$ cat config.mk
export PLATFORM = sky130hd
export DESIGN_NAME = grid_world_env_flat
export DESIGN_NICKNAME = d
export VERILOG_FILES = /design/src/rtl/grid_world_env_if.sv /design/src/rtl/grid_world_env.sv /design/src/flat_wrapper.sv
export SDC_FILE = /design/constraint.sdc
export NUM_CORES = 1
export LEC_CHECK = 0
export BUFFER_PORTS_ARGS = -buffer_cell sky130_fd_sc_hd__buf_2
export CAP_MARGIN = 20
export CORE_MARGIN = 2
export CORE_UTILIZATION = 35
export CTS_CLUSTER_DIAMETER = 40
export DETAILED_ROUTE_END_ITERATION = 8
export GPL_ROUTABILITY_DRIVEN = 0
export GPL_TIMING_DRIVEN = 0
export PLACE_DENSITY = 0.52
export SLEW_MARGIN = 25
export SYNTH_ARGS = -nofsm -noshare
export SYNTH_HDL_FRONTEND = slang
export SYNTH_SLANG_ARGS = --single-unit
$ cat constraint.sdc
create_clock -name clk -period 3.6 [get_ports clk]
set_clock_uncertainty 0.2 [all_clocks]
set_input_delay 0.9 -clock clk [delete_from_list [all_inputs] [get_ports clk]]
set_output_delay 0.9 -clock clk [all_outputs]
set_load 0.02 [all_outputs]
$ cat src/rtl/grid_world_env_if.sv
// Action/response bundle between the Q-learning agent (master) and the grid world environment (slave).
// Handshake: an action transfers on a rising edge where action_valid && action_ready; the agent holds action stable while valid is high, and out_valid is a one-cycle result pulse with no backpressure.
interface grid_world_env_if;
  logic [3:0]  action;
  logic        action_valid;
  logic        action_ready;
  logic [5:0]  next_state;
  logic [15:0] next_reward;
  logic        out_valid;
  logic        episode_done;

  modport master (
    output action,
    output action_valid,
    input  action_ready,
    input  next_state,
    input  next_reward,
    input  out_valid,
    input  episode_done
  );

  modport slave (
    input  action,
    input  action_valid,
    output action_ready,
    output next_state,
    output next_reward,
    output out_valid,
    output episode_done
  );
endinterface

$ cat src/rtl/grid_world_env.sv
// 8x8 grid world environment: takes one-hot moves, returns the new cell and a Q8.8 reward,
// and handles walls, pit, goal, a per-episode step limit and automatic episode restart.
module grid_world_env #(
  parameter logic [5:0]  START_STATE = 6'd0,
  parameter logic [5:0]  GOAL_STATE  = 6'd63,
  parameter logic [5:0]  PIT_STATE   = 6'd27,
  parameter logic [7:0]  MAX_STEPS   = 8'd64,
  parameter logic [15:0] R_GOAL      = 16'h0100,
  parameter logic [15:0] R_PIT       = 16'hFF00,
  parameter logic [15:0] R_WALL      = 16'hFFC0,
  parameter logic [15:0] R_STEP      = 16'hFFF0
) (
  input  logic              clk,
  input  logic              rst,
  input  logic              en,
  grid_world_env_if.slave   bus,
  output logic [7:0]        step_count,
  output logic [15:0]       episode_count,
  output logic [1:0]        state_dbg
);

  typedef enum logic [1:0] {
    IDLE    = 2'd0,
    EVAL    = 2'd1,
    RESTART = 2'd2
  } state_t;

  state_t      state;
  state_t      state_nx;
  logic        accept;
  logic        ready_w;

  logic [5:0]  pos;
  logic [3:0]  act_q;

  logic [2:0]  row;
  logic [2:0]  col;
  logic [2:0]  new_row;
  logic [2:0]  new_col;
  logic        bump;
  logic [5:0]  new_pos;
  logic [15:0] reward;
  logic [7:0]  steps_inc;
  logic        terminal;

  assign bus.action_ready = ready_w;
  assign state_dbg        = state;

  // ---------------------------------------------------------------------------
  // FSM
  // ---------------------------------------------------------------------------
  always_ff @(posedge clk) begin
    if (rst) begin
      state <= IDLE;
    end else begin
      state <= state_nx;
    end
  end

  always_comb begin
    state_nx = state;
    ready_w  = 1'b0;
    accept   = 1'b0;
    case (state)
      IDLE: begin
        ready_w = en;
        accept  = en && bus.action_valid;
        if (accept) begin
          state_nx = EVAL;
        end
      end
      EVAL: begin
        state_nx = terminal ? RESTART : IDLE;
      end
      RESTART: begin
        state_nx = IDLE;
      end
      default: begin
        state_nx = IDLE;
      end
    endcase
  end

  // ---------------------------------------------------------------------------
  // Move evaluation on the latched action
  // ---------------------------------------------------------------------------
  always_comb begin
    row     = pos[5:3];
    col     = pos[2:0];
    new_row = row;
    new_col = col;
    bump    = 1'b0;
    // Anything that is not exactly one bit falls into default and is a no-op.
    case (act_q)
      4'b0001: begin
        if (row == 3'd0) bump = 1'b1;
        else             new_row = row - 3'd1;
      end
      4'b0010: begin
        if (row == 3'd7) bump = 1'b1;
        else             new_row = row + 3'd1;
      end
      4'b0100: begin
        if (col == 3'd0) bump = 1'b1;
        else             new_col = col - 3'd1;
      end
      4'b1000: begin
        if (col == 3'd7) bump = 1'b1;
        else             new_col = col + 3'd1;
      end
      default: begin
        bump = 1'b0;
      end
    endcase
  end

  assign new_pos = {new_row, new_col};

  always_comb begin
    reward = R_STEP;
    if (new_pos == GOAL_STATE)     reward = R_GOAL;
    else if (new_pos == PIT_STATE) reward = R_PIT;
    else if (bump)                 reward = R_WALL;
  end

  // Saturate so the counter can never pass the limit, even if MAX_STEPS is reached without restart.
  assign steps_inc = (step_count >= MAX_STEPS) ? MAX_STEPS : step_count + 8'd1;
  assign terminal  = (new_pos == GOAL_STATE) || (new_pos == PIT_STATE) || (steps_inc == MAX_STEPS);

  // ---------------------------------------------------------------------------
  // Datapath and registered outputs
  // ---------------------------------------------------------------------------
  always_ff @(posedge clk) begin
    if (rst) begin
      pos              <= START_STATE;
      act_q            <= 4'd0;
      bus.next_state   <= START_STATE;
      bus.next_reward  <= 16'd0;
      bus.out_valid    <= 1'b0;
      bus.episode_done <= 1'b0;
      step_count       <= 8'd0;
      episode_count    <= 16'd0;
    end else begin
      bus.out_valid    <= 1'b0;
      bus.episode_done <= 1'b0;
      if (accept) begin
        act_q <= bus.action;
      end
      case (state)
        EVAL: begin
          pos              <= new_pos;
          bus.next_state   <= new_pos;
          bus.next_reward  <= reward;
          bus.out_valid    <= 1'b1;
          bus.episode_done <= terminal;
          step_count       <= steps_inc;
          if (terminal) begin
            episode_count <= episode_count + 16'd1;
          end
        end
        RESTART: begin
          // next_state deliberately keeps the terminal cell for the agent.
          pos        <= START_STATE;
          step_count <= 8'd0;
        end
        default: begin
          pos <= pos;
        end
      endcase
    end
  end

endmodule

$ cat src/flat_wrapper.sv
// flat-port wrapper written by rule: the top's interface ports become plain ports
module grid_world_env_flat 
#(
  parameter logic [5:0]  START_STATE = 6'd0,
  parameter logic [5:0]  GOAL_STATE  = 6'd63,
  parameter logic [5:0]  PIT_STATE   = 6'd27,
  parameter logic [7:0]  MAX_STEPS   = 8'd64,
  parameter logic [15:0] R_GOAL      = 16'h0100,
  parameter logic [15:0] R_PIT       = 16'hFF00,
  parameter logic [15:0] R_WALL      = 16'hFFC0,
  parameter logic [15:0] R_STEP      = 16'hFFF0
)
  (clk, rst, en, step_count, episode_count, state_dbg, bus_action, bus_action_valid, bus_action_ready, bus_next_state, bus_next_reward, bus_out_valid, bus_episode_done);
  grid_world_env_if bus_i ();
  input  logic clk;
  input  logic rst;
  input  logic en;
  output logic [7:0] step_count;
  output logic [15:0] episode_count;
  output logic [1:0] state_dbg;
  input wire logic [$bits(bus_i.action)-1:0] bus_action;
  input wire logic [$bits(bus_i.action_valid)-1:0] bus_action_valid;
  output wire logic [$bits(bus_i.action_ready)-1:0] bus_action_ready;
  output wire logic [$bits(bus_i.next_state)-1:0] bus_next_state;
  output wire logic [$bits(bus_i.next_reward)-1:0] bus_next_reward;
  output wire logic [$bits(bus_i.out_valid)-1:0] bus_out_valid;
  output wire logic [$bits(bus_i.episode_done)-1:0] bus_episode_done;
  assign bus_i.action = bus_action;
  assign bus_i.action_valid = bus_action_valid;
  assign bus_action_ready = bus_i.action_ready;
  assign bus_next_state = bus_i.next_state;
  assign bus_next_reward = bus_i.next_reward;
  assign bus_out_valid = bus_i.out_valid;
  assign bus_episode_done = bus_i.episode_done;
  grid_world_env #(.START_STATE(START_STATE), .GOAL_STATE(GOAL_STATE), .PIT_STATE(PIT_STATE), .MAX_STEPS(MAX_STEPS), .R_GOAL(R_GOAL), .R_PIT(R_PIT), .R_WALL(R_WALL), .R_STEP(R_STEP)) u_core (.clk(clk), .rst(rst), .en(en), .bus(bus_i), .step_count(step_count), .episode_count(episode_count), .state_dbg(state_dbg));
endmodule
==> flow_summary_export.csv <==
group,metric,value,unit
synth,synth.avg_cell_area,8.60,µm²
placed_design,dp_slack,458,ps
sta,setup_violations,0,
setup_path,crit_slowest_cell,"nor4b_1",
layout,syn_to_final_growth,19.2,%
sta,setup_tns,0,ps
clock_tree,root_buffer,"clkbuf_8",
synth,synth-seq-cells,48,
floorplan,die_w,91.4,µm
drt,dr_total_vias,2440,
synth,synth-async-reset-ratio,0,%
clock_tree,cts_buffers,5,
sta,drv_slew,0,
sta,tightest_slew,825,ps
global_routing,grt_max_degree,15,
clock_tree,cts_tree,"done",
layout,multi_input_area,0.00154,mm²
setup_path,cp-start-kind,"flip-flop",
layout,fill_cells,782,
sta,holdWs,275,ps
layout,drive_gt1_share,23.1,%
setup_path,crit_type,"flip-flop to flip-flop",
synth,synth_cells,311,
drt,drt_iter0_markers,102,
global_routing,grt_pass1_wl,10900,µm
sta,max_freq,316,MHz
clock_tree,insertion_delay,290,ps
floorplan,die_h,91.4,µm
floorplan,dieArea,0.00836,mm²
clock_tree,h-tree-depth,2,
sta,hold_viol,0,
sta,fin_crit_sh,87.9,%
power_and_ir_drop,peakVddDrop,0.163,mV
drt,via_per_inst,5.14,
synth,synth_area_leader_cell,"dfxtp_1",
floorplan,fp-row-count,31,
power_and_ir_drop,p_per_area,343,mW/mm²
clock_tree,cts.repair.resized,0,
synth,synth_cell_type_count,50,
sta,rsz0062_at_grt,"false",
flow_run,cap_viol_max_count,0,
synth,synthMostInstantiatedCell,"dfxtp_1",
status,status,"completed",
clock_tree,postCtsSetupBuffers,0,
synth,seq_area_frac_synth,35.9,%
setup_path,crit_chain,"nor4b_1 -> a211o_1 -> nand4_1 -> nor2_8 -> a41oi_2 -> buf_6 -> or3_1 -> a21oi_1",
drt,antenna_left,0,
hold_path,hold_path_class,"flip-flop to flip-flop",
setup_path,worstPathMaxFanout,10,
synth,ys_top_cells_by_area,"dfxtp_1, nor2_1, ha_1",
setup_path,cp-end-kind,"flip-flop",
synth,synth_ff_type,"dfxtp_1",
sta,maxSlewHeadroom,44.2,%
floorplan,top_level_ports,59,
placed_design,dp_hpwl,4920,µm
sta,finalCriticalPeriod,3160,ps
drt,route.detailed.drc,0,
setup_path,critPathBufInv,1,
drt,drt_wl_total,6550,µm
synth,syn_area,0.00268,mm²
clock_tree,clkTransAtPathRegs,90,ps
synth,synth_top_cell_area_share,35.9,%
clock_tree,cts_buffer_depth,2,
drt,first_pass_iters,4,
layout,nets,394,
layout,layout.area.seq,961,µm²
synth,ys_warn_count,0,
setup_path,arrival,3180,ps
global_routing,grt_pass1_vias,2220,
setup_path,critPathTopFamily,"simple AND/OR/NAND/NOR gates",
setup_path,critPathRequiredTime,3620,ps
layout,antenna_cells,0,
synth,synth_edf_count,0,
sta,fin_ws,436,ps
clock_tree,ctsHoldBuffers,0,
power_and_ir_drop,p_leak,1.38,nW
global_routing,antenna_found_initial,0,
setup_path,cpPeakStageDelay,720,ps
placed_design,placement.io_buffers,54,
synth,synthTopCellsByCount,"dfxtp_1, nor2_1, a21oi_1",
floorplan,coreArea,0.00733,mm²
floorplan,initial_utilization,36.5,%
global_routing,gr-total-overflow,0,
clock_tree,cts.sinks,48,
global_routing,grt_usage,15.9,%
drt,routedWlPerCell,13.8,µm
==> cell usage in the layout (no fill, tap or decap), types with 8 or more instances in the layout <==
cell / count
ha_1: 11
clkbuf_1: 11
buf_4: 12
nand2_1: 17
a21oi_1: 25
dfxtp_1: 48
o21ai_0: 16
and3_1: 8
nor2_1: 40
nand2b_1: 8
a211oi_1: 8
buf_2: 55
mux2i_1: 11
nand4_1: 8
inv_1: 9
or3_1: 10
==> worst paths after layout <==
kind / start / endpoint / slack [ps] / cells past startpoint
setup / recovery: u_core.act_q[2]$_SDFFE_PP0P_ / u_core.episode_count[14]$_SDFFE_PP0P_ / 440 / 8
hold reg to reg: u_core.bus.next_reward[8]$_SDFFE_PP0P_ / u_core.bus.next_reward[8]$_SDFFE_PP0P_ / 270 / 2
hold / removal: u_core.bus.next_reward[8]$_SDFFE_PP0P_ / u_core.bus.next_reward[8]$_SDFFE_PP0P_ / 270 / 2
setup reg to reg: u_core.act_q[2]$_SDFFE_PP0P_ / u_core.episode_count[14]$_SDFFE_PP0P_ / 440 / 8
==> worst min-delay path: stages, from the launching register on <==
cell and delay [ps]:
dfxtp_1 330, nor2_1 40, nor2_1 70
==> area by class of cell <==
class	count	area share (%)
Buffer	25	4.63
Timing Repair Buffer	54	8.48
Inverter	9	1.06
Clock inverter	2	1.10
Multi-Input combinational cell	232	48.4
Sequential cell	48	30.1
Clock buffer	6	2.28
Tap cell	99	3.89
==> registers in the layout (all words and copies together), names as in the netlist <==
signal	flops
u_core.act_q	4
u_core.bus.episode_done	1
u_core.episode_count	16
u_core.state_dbg	2
u_core.bus.next_state	6
u_core.bus.next_reward	4
u_core.bus.out_valid	1
u_core.pos	6
u_core.step_count	8
==> layer usage <==
layer  wire length (µm)  vias to the layer above  global-route usage [%]
met4                 52                        0                    3.79
met5                  0                        -                       0
met1               3330                     1138                    22.2
met3                255                        4                    3.07
li1                   -                     1243                       -
met2               2920                       55                    25.2
==> logic make-up after synthesis <==
kind of cell | synth area share [%]
muxes | 4.12
buffers and inverters | 6.78
AOI/OAI and AO/OA | 17.3
and+or+nand+nor | 29.7
DFF | 35.9
adders and majority gates | 5.14
other | 0.140
xor gates and xnor gates | 0.936
==> per-stage QoR <==
step                total power [mW]  cells  util, %  instance area, µm²
finish                          1.09    475     43.5                3190
global route                    1.15    475     43.5                3190
CTS                             1.12    475     43.5                3190
detailed placement             0.723    467     42.0                3080
global placement               0.722    467     42.0                3080
floorplan                      0.679    314        -                2690
==> report_power, final <==
| part | switching (mW) | leakage [nW] | internal (mW) |
|---|---|---|---|
| combinational | 0.0922 | 0.936 | 0.0580 |
| clock | 0.179 | 0.0552 | 0.206 |
| sequential | 0.0141 | 0.389 | 0.544 |
No activity file was read; power rests on OpenSTA's default activity.
